### src/rtl/rv16_mul_seq_if.sv
// rtl/rv16_mul_seq_if.sv - request/response bundle for the rv16_mul_seq nibble-serial multiplier
//
// Signals (named from the multiplier's point of view):
//   start_in     request, sampled only while the multiplier is idle
//   op_in        00 MUL, 01 MULH, 10 MULHSU, 11 MULHU
//   rs1_mult_in  multiplicand (DATA bits)
//   rs2_mult_in  multiplier (DATA bits)
//   busy_out     operation in flight
//   done_out     one-cycle pulse, rd_mult_out valid in that cycle
//   rd_mult_out  result, held until the next done
// Modports: master drives the request side (decode/execute), slave is the multiplier.
interface rv16_mul_seq_if #(
   parameter int DATA = 16
);
   logic            start_in;
   logic [1:0]      op_in;
   logic [DATA-1:0] rs1_mult_in;
   logic [DATA-1:0] rs2_mult_in;
   logic            busy_out;
   logic            done_out;
   logic [DATA-1:0] rd_mult_out;

   modport master (
      output start_in,
      output op_in,
      output rs1_mult_in,
      output rs2_mult_in,
      input  busy_out,
      input  done_out,
      input  rd_mult_out
   );

   modport slave (
      input  start_in,
      input  op_in,
      input  rs1_mult_in,
      input  rs2_mult_in,
      output busy_out,
      output done_out,
      output rd_mult_out
   );
endinterface

### src/rtl/rv16_mul_seq.sv
// rtl/rv16_mul_seq.sv - sequential nibble-serial M-extension multiplier for the RV16 execute stage
//
// Ports:
//   clk      rising-edge clock
//   rst_n    asynchronous, active-low reset
//   mul_bus  rv16_mul_seq_if.slave: start_in/op_in/rs1_mult_in/rs2_mult_in in,
//            busy_out/done_out/rd_mult_out out
// Operation: operands are converted to magnitudes on accept, one 4-bit digit of
// |rs2| is multiplied against |rs1| and accumulated per CALC cycle, and the FIX
// cycle applies the sign and selects the requested half.
// Optional build macro: RV16_MUL_EARLY_EXIT_EN - leave CALC as soon as the
// remaining multiplier digits are all zero (result unchanged, latency shorter).
module rv16_mul_seq #(
   parameter int DATA = 16
) (
   input  logic           clk,
   input  logic           rst_n,
   rv16_mul_seq_if.slave  mul_bus
);

   localparam int DIGITS = DATA / 4;
   localparam int ACC_W  = 2 * DATA;
   localparam int KW     = (DIGITS > 1) ? $clog2(DIGITS) : 1;

   typedef enum logic [1:0] {
      ST_IDLE,
      ST_CALC,
      ST_FIX
   } state_t;

   state_t           r_state;
   logic [1:0]       r_op;
   logic             r_neg;
   logic [ACC_W-1:0] r_mcand;   // |rs1|, pre-shifted by 4k so each partial product lands in place
   logic [DATA-1:0]  r_mplr;    // |rs2|, shifted right so the current digit is always [3:0]
   logic [ACC_W-1:0] r_acc;
   logic [KW-1:0]    r_k;
   logic             r_busy;
   logic             r_done;
   logic [DATA-1:0]  r_rd;

   logic             w_sgn1;
   logic             w_sgn2;
   logic [DATA-1:0]  w_mag1;
   logic [DATA-1:0]  w_mag2;
   logic [3:0]       w_digit;
   logic [ACC_W-1:0] w_pp;
   logic [ACC_W-1:0] w_prod;
   logic             w_last;

   // rs1 is signed for MULH and MULHSU, rs2 only for MULH. MUL takes the raw
   // bit patterns as unsigned, the low half being identical either way.
   assign w_sgn1 = ((mul_bus.op_in == 2'b01) || (mul_bus.op_in == 2'b10)) &&
                   mul_bus.rs1_mult_in[DATA-1];
   assign w_sgn2 = (mul_bus.op_in == 2'b01) && mul_bus.rs2_mult_in[DATA-1];

   // 0x8000 negates to itself, which is exactly its unsigned magnitude.
   assign w_mag1 = w_sgn1 ? (DATA'(0) - mul_bus.rs1_mult_in) : mul_bus.rs1_mult_in;
   assign w_mag2 = w_sgn2 ? (DATA'(0) - mul_bus.rs2_mult_in) : mul_bus.rs2_mult_in;

   assign w_digit = r_mplr[3:0];
   // r_mcand < 2^(DATA+4k) and digit < 16, so the product fits ACC_W bits.
   assign w_pp    = r_mcand * ACC_W'(w_digit);
   assign w_prod  = r_neg ? (ACC_W'(0) - r_acc) : r_acc;

`ifdef RV16_MUL_EARLY_EXIT_EN
   // Digits above the one consumed this cycle; when all zero the rest of CALC adds nothing.
   assign w_last = (r_k == KW'(DIGITS - 1)) || (r_mplr[DATA-1:4] == '0);
`else
   assign w_last = (r_k == KW'(DIGITS - 1));
`endif

   always_ff @(posedge clk or negedge rst_n) begin
      if (!rst_n) begin
         r_state <= ST_IDLE;
         r_op    <= 2'b00;
         r_neg   <= 1'b0;
         r_mcand <= '0;
         r_mplr  <= '0;
         r_acc   <= '0;
         r_k     <= '0;
         r_busy  <= 1'b0;
         r_done  <= 1'b0;
         r_rd    <= '0;
      end else begin
         r_done <= 1'b0;
         case (r_state)
            ST_IDLE: begin
               if (mul_bus.start_in) begin
                  r_op    <= mul_bus.op_in;
                  r_neg   <= w_sgn1 ^ w_sgn2;
                  r_mcand <= ACC_W'(w_mag1);
                  r_mplr  <= w_mag2;
                  r_acc   <= '0;
                  r_k     <= '0;
                  r_busy  <= 1'b1;
                  r_state <= ST_CALC;
               end
            end
            ST_CALC: begin
               r_acc   <= r_acc + w_pp;
               r_mcand <= r_mcand << 4;
               r_mplr  <= r_mplr >> 4;
               r_k     <= r_k + KW'(1);
               if (w_last) begin
                  r_state <= ST_FIX;
               end
            end
            ST_FIX: begin
               r_rd    <= (r_op == 2'b00) ? w_prod[DATA-1:0] : w_prod[ACC_W-1:DATA];
               r_done  <= 1'b1;
               r_busy  <= 1'b0;
               r_state <= ST_IDLE;
            end
            default: begin
               r_busy  <= 1'b0;
               r_state <= ST_IDLE;
            end
         endcase
      end
   end

   assign mul_bus.busy_out    = r_busy;
   assign mul_bus.done_out    = r_done;
   assign mul_bus.rd_mult_out = r_rd;

endmodule

### src/flat_wrapper.sv
// flat-port wrapper written by rule: the top's interface ports become plain ports
module rv16_mul_seq_flat 
#(
   parameter int DATA = 16
)
  (clk, rst_n, mul_bus_start_in, mul_bus_op_in, mul_bus_rs1_mult_in, mul_bus_rs2_mult_in, mul_bus_busy_out, mul_bus_done_out, mul_bus_rd_mult_out);
  rv16_mul_seq_if #(.DATA(DATA)) mul_bus_i ();
  input  logic clk;
  input  logic rst_n;
  input wire logic [$bits(mul_bus_i.start_in)-1:0] mul_bus_start_in;
  input wire logic [$bits(mul_bus_i.op_in)-1:0] mul_bus_op_in;
  input wire logic [$bits(mul_bus_i.rs1_mult_in)-1:0] mul_bus_rs1_mult_in;
  input wire logic [$bits(mul_bus_i.rs2_mult_in)-1:0] mul_bus_rs2_mult_in;
  output wire logic [$bits(mul_bus_i.busy_out)-1:0] mul_bus_busy_out;
  output wire logic [$bits(mul_bus_i.done_out)-1:0] mul_bus_done_out;
  output wire logic [$bits(mul_bus_i.rd_mult_out)-1:0] mul_bus_rd_mult_out;
  assign mul_bus_i.start_in = mul_bus_start_in;
  assign mul_bus_i.op_in = mul_bus_op_in;
  assign mul_bus_i.rs1_mult_in = mul_bus_rs1_mult_in;
  assign mul_bus_i.rs2_mult_in = mul_bus_rs2_mult_in;
  assign mul_bus_busy_out = mul_bus_i.busy_out;
  assign mul_bus_done_out = mul_bus_i.done_out;
  assign mul_bus_rd_mult_out = mul_bus_i.rd_mult_out;
  rv16_mul_seq #(.DATA(DATA)) u_core (.clk(clk), .rst_n(rst_n), .mul_bus(mul_bus_i));
endmodule
### config.mk
export PLATFORM = sky130hd
export DESIGN_NAME = rv16_mul_seq_flat
export DESIGN_NICKNAME = d
export VERILOG_FILES = /design/src/rtl/rv16_mul_seq_if.sv /design/src/rtl/rv16_mul_seq.sv /design/src/flat_wrapper.sv
export SDC_FILE = /design/constraint.sdc
export NUM_CORES = 1
export LEC_CHECK = 0
export CAP_MARGIN = 25
export CORE_MARGIN = 4
export CORE_UTILIZATION = 60
export DETAILED_ROUTE_END_ITERATION = 8
export PLACE_DENSITY = 0.85
export SLEW_MARGIN = 20
export SYNTH_ARGS = -nofsm -noshare
export SYNTH_HDL_FRONTEND = slang
export SYNTH_SLANG_ARGS = --single-unit
### constraint.sdc
create_clock -name clk -period 5 [get_ports clk]
set_input_delay 0.5 -clock clk [delete_from_list [all_inputs] [get_ports clk]]
set_output_delay 0.5 -clock clk [all_outputs]
set_load 0.005 [all_outputs]
==> flow_summary.json <==
{
  "ff_latch_area_um2": 2630,
  "critPathArrivalTime_ns": 4.94,
  "min_period_ns": 4.70,
  "n_antenna_cell": 0,
  "clock_sinks": 105,
  "r2r_start": "u_core.r_mplr[2]",
  "critPathSlowestCell": "dfrtp_4",
  "num_vias": 8415,
  "track_usage_pct": 25.1,
  "crit_required_ns": 5.24,
  "ys_seq_area_share_pct": 25.8,
  "startpoint": "u_core.r_mplr[2]",
  "final_common_cell": "inv_1",
  "period_share_pct": 94.0,
  "grt_max_degree": 65,
  "start_util_pct": 61.4,
  "max_stage_delay_ns": 0.60,
  "antenna_found_initial": 0,
  "cts.htree.levels": 3,
  "initialDrtViolationCount": 558,
  "grt_pass1_wl_mm": 39.8,
  "rsz0062_at_grt": "no",
  "critPathMaxFanout": 31,
  "fmax_mhz": 213,
  "synth_edf_count": 0,
  "gp_congestion": 0.969,
  "fp.dieW_um": 138,
  "hold_buffers": 0,
  "nFillCells": 1304,
  "nets": 1386,
  "avgSynthCellArea_um2": 8.49,
  "r2r-end": "u_core.r_acc[17]",
  "async_flop_share_pct": 100,
  "coreArea_um2": 16600,
  "fin_tns_setup_ns": 0,
  "ys_ff_latch": 105,
  "fin_skew_ns": 0.00879,
  "area_growth_pct": 10.6,
  "multiInputGateArea_um2": 6710,
  "syn-cell-area_um2": 10200,
  "yosysWarnings": 0,
  "synth_cell_types": 66,
  "maxCapViolations": 0,
  "die_height_um": 138,
  "dr.pass1.iters": 5,
  "status": "completed",
  "portBuffers": 54,
  "crit_type": "reg -> reg",
  "grt.overflow.total": 0,
  "hpwlAfterDp_mm": 18.3,
  "clk_path_buf_depth": 2,
  "finalInstanceArea_um2": 11300,
  "clkSlewWorstSetupHoldPaths_ns": 0.07,
  "synth_nets": 1361,
  "placed_area_um2": 10900,
  "row_count": 47,
  "hold_violations": 0,
  "reg2reg_slack_ns": 0.30,
  "postRouteAntennaNets": 0,
  "final-setup-viol-count": 0,
  "hold_slack_ns": 0.226,
  "clock_latency_ns": 0.36,
  "tritoncts": "done",
  "via_per_inst": 5.81,
  "slew_viol_final": 0,
  "design.portCount": 55,
  "syn_inst": 1198,
  "wl_mm": 23.7,
  "start_kind": "register",
  "drive_gt1_share_pct": 4.89,
  "worst_slew_pin_slew_ns": 1.06,
  "min_path_type": "in -> async",
  "wl_per_cell_um": 16.3,
  "maxSlewHeadroom_pct": 29.1,
  "synth-main-ff-cell": "dfrtp_1",
  "grt_pass1_vias": 8115,
  "dieArea_um2": 19100,
  "worstSetupEndpointType": "register",
  "cts_root_buf": "clkbuf_16",
  "final_cell_mix": "168 x inv_1, 132 x nand2_1, 116 x and2_1",
  "reg2reg_depth": 15,
  "drc_errors": 0,
  "path_cells": "and2_1 -> fa_1 -> fa_1 -> inv_1 -> fa_1 -> inv_1 -> ha_1 -> a21oi_1 -> nor3b_1 -> o21ai_0 -> a21oi_1 -> o21ai_0 -> a211oi_1 -> o21ai_0 -> a32o_1",
  "cts_made_buffers": 9
}
-- registers in the layout, indices dropped and copies added, names as in the netlist --
| signal | cells |
|---|---|
| u_core.r_state | 2 |
| u_core.mul_bus.rd_mult_out | 16 |
| u_core.mul_bus.busy_out | 1 |
| u_core.r_neg | 1 |
| u_core.r_mplr | 16 |
| u_core.mul_bus.done_out | 1 |
| u_core.r_op | 2 |
| u_core.r_acc | 32 |
| u_core.r_mcand | 32 |
| u_core.r_k | 2 |
-- worst max path at each step --
stage / to
after detailed placement: u_core.r_acc[17]
final: u_core.r_acc[17]
after floorplan: u_core.r_acc[31]
after global routing: u_core.r_acc[30]
after global placement: u_core.r_acc[31]
after CTS: u_core.r_acc[17]
-- per-stage QoR --
stage / std cells / utilization [%] / setup slack, ns
3_3_place_gp: 1431 / 65.6 / 0.231
2_1_floorplan: 1198 / - / 0.578
5_1_grt: 1448 / 67.9 / 0.0123
6_report: 1448 / 67.9 / 0.298
4_1_cts: 1447 / 67.6 / 0.0346
3_5_place_dp: 1431 / 65.6 / 0.0202
-- worst max-delay path, delay by kind of cell, from the launching register on --
| kind | cells | cell delay (ns) |
|---|---|---|
| AOI/OAI and AO/OA | 7 | 1.31 |
| adders and majority gates | 4 | 1.94 |
| buffers and inverters | 2 | 0.10 |
| DFF | 1 | 0.60 |
| and+or+nand+nor | 2 | 0.63 |
-- cells in the mapped netlist, drive strengths merged, types with 2 or more instances --
library cell	count	area, um^2
a21o	7	53.8
or2	2	12.5
dfrtp	105	2630
o21ai	106	531
a21boi	2	15.0
nand2b	9	56.3
nand3b	3	22.5
a31oi	7	58.8
o31ai	17	146
inv	168	631
nor2	54	203
buf	7	53.8
mux2i	2	20.0
clkbuf	47	178
and3	3	18.8
nand3	12	60.1
o221ai	3	26.3
nor4	8	62.6
o2111ai	4	41.3
o211ai	5	37.5
a32oi	2	17.5
and4	2	17.5
xor2	18	158
o41ai	12	135
a21oi	72	360
a31o	3	26.3
nor2b	4	25.0
ha	40	500
fa	86	1720
a211oi	7	67.6
a221oi	2	23.8
nor3b	4	30.0
a32o	2	20.0
a211o	2	17.5
a22o	20	175
or4	2	15.0
or3	7	43.8
nor3	16	85.1
xnor2	54	473
nand2	132	495
and2	116	726
o21bai	5	37.5
nand4	10	68.8
-- layout make-up --
| type | count | share of cell area [%] |
|---|---|---|
| Clock buffer | 11 | 2.16 |
| Clock inverter | 5 | 0.911 |
| Timing Repair Buffer | 68 | 5.89 |
| Inverter | 168 | 5.60 |
| Sequential cell | 105 | 23.4 |
| Tap cell | 220 | 2.45 |
| Multi-Input combinational cell | 871 | 59.6 |
-- what timing repair did --
action | in CTS | in global routing
endpoints found under the setup margin | 0 | 10
setup buffers | 0 | 0
gates resized for setup | 0 | 5
-- logic make-up after synthesis --
family          Yosys count  synth area share (%)
buf+inv                 222                  8.47
simple gates            385                  19.2
flops                   105                  25.8
mux                       3                 0.307
xor+xnor                 72                  6.20
compound gates          285                  18.2
fa+ha+maj               126                  21.8
-- per-layer routing --
| metal | GRT usage [%] | vias up | wire length [um] |
|---|---|---|---|
| li1 | - | 4006 | - |
| met1 | 34.9 | 4090 | 10500 |
| met2 | 40.5 | 282 | 11100 |
| met3 | 4.04 | 37 | 1510 |
| met4 | 8.58 | 0 | 573 |
| met5 | 0 | - | 0 |
Power is not shown: default switching activity piles up to over one toggle a cycle in this logic, so the estimate is an artifact.
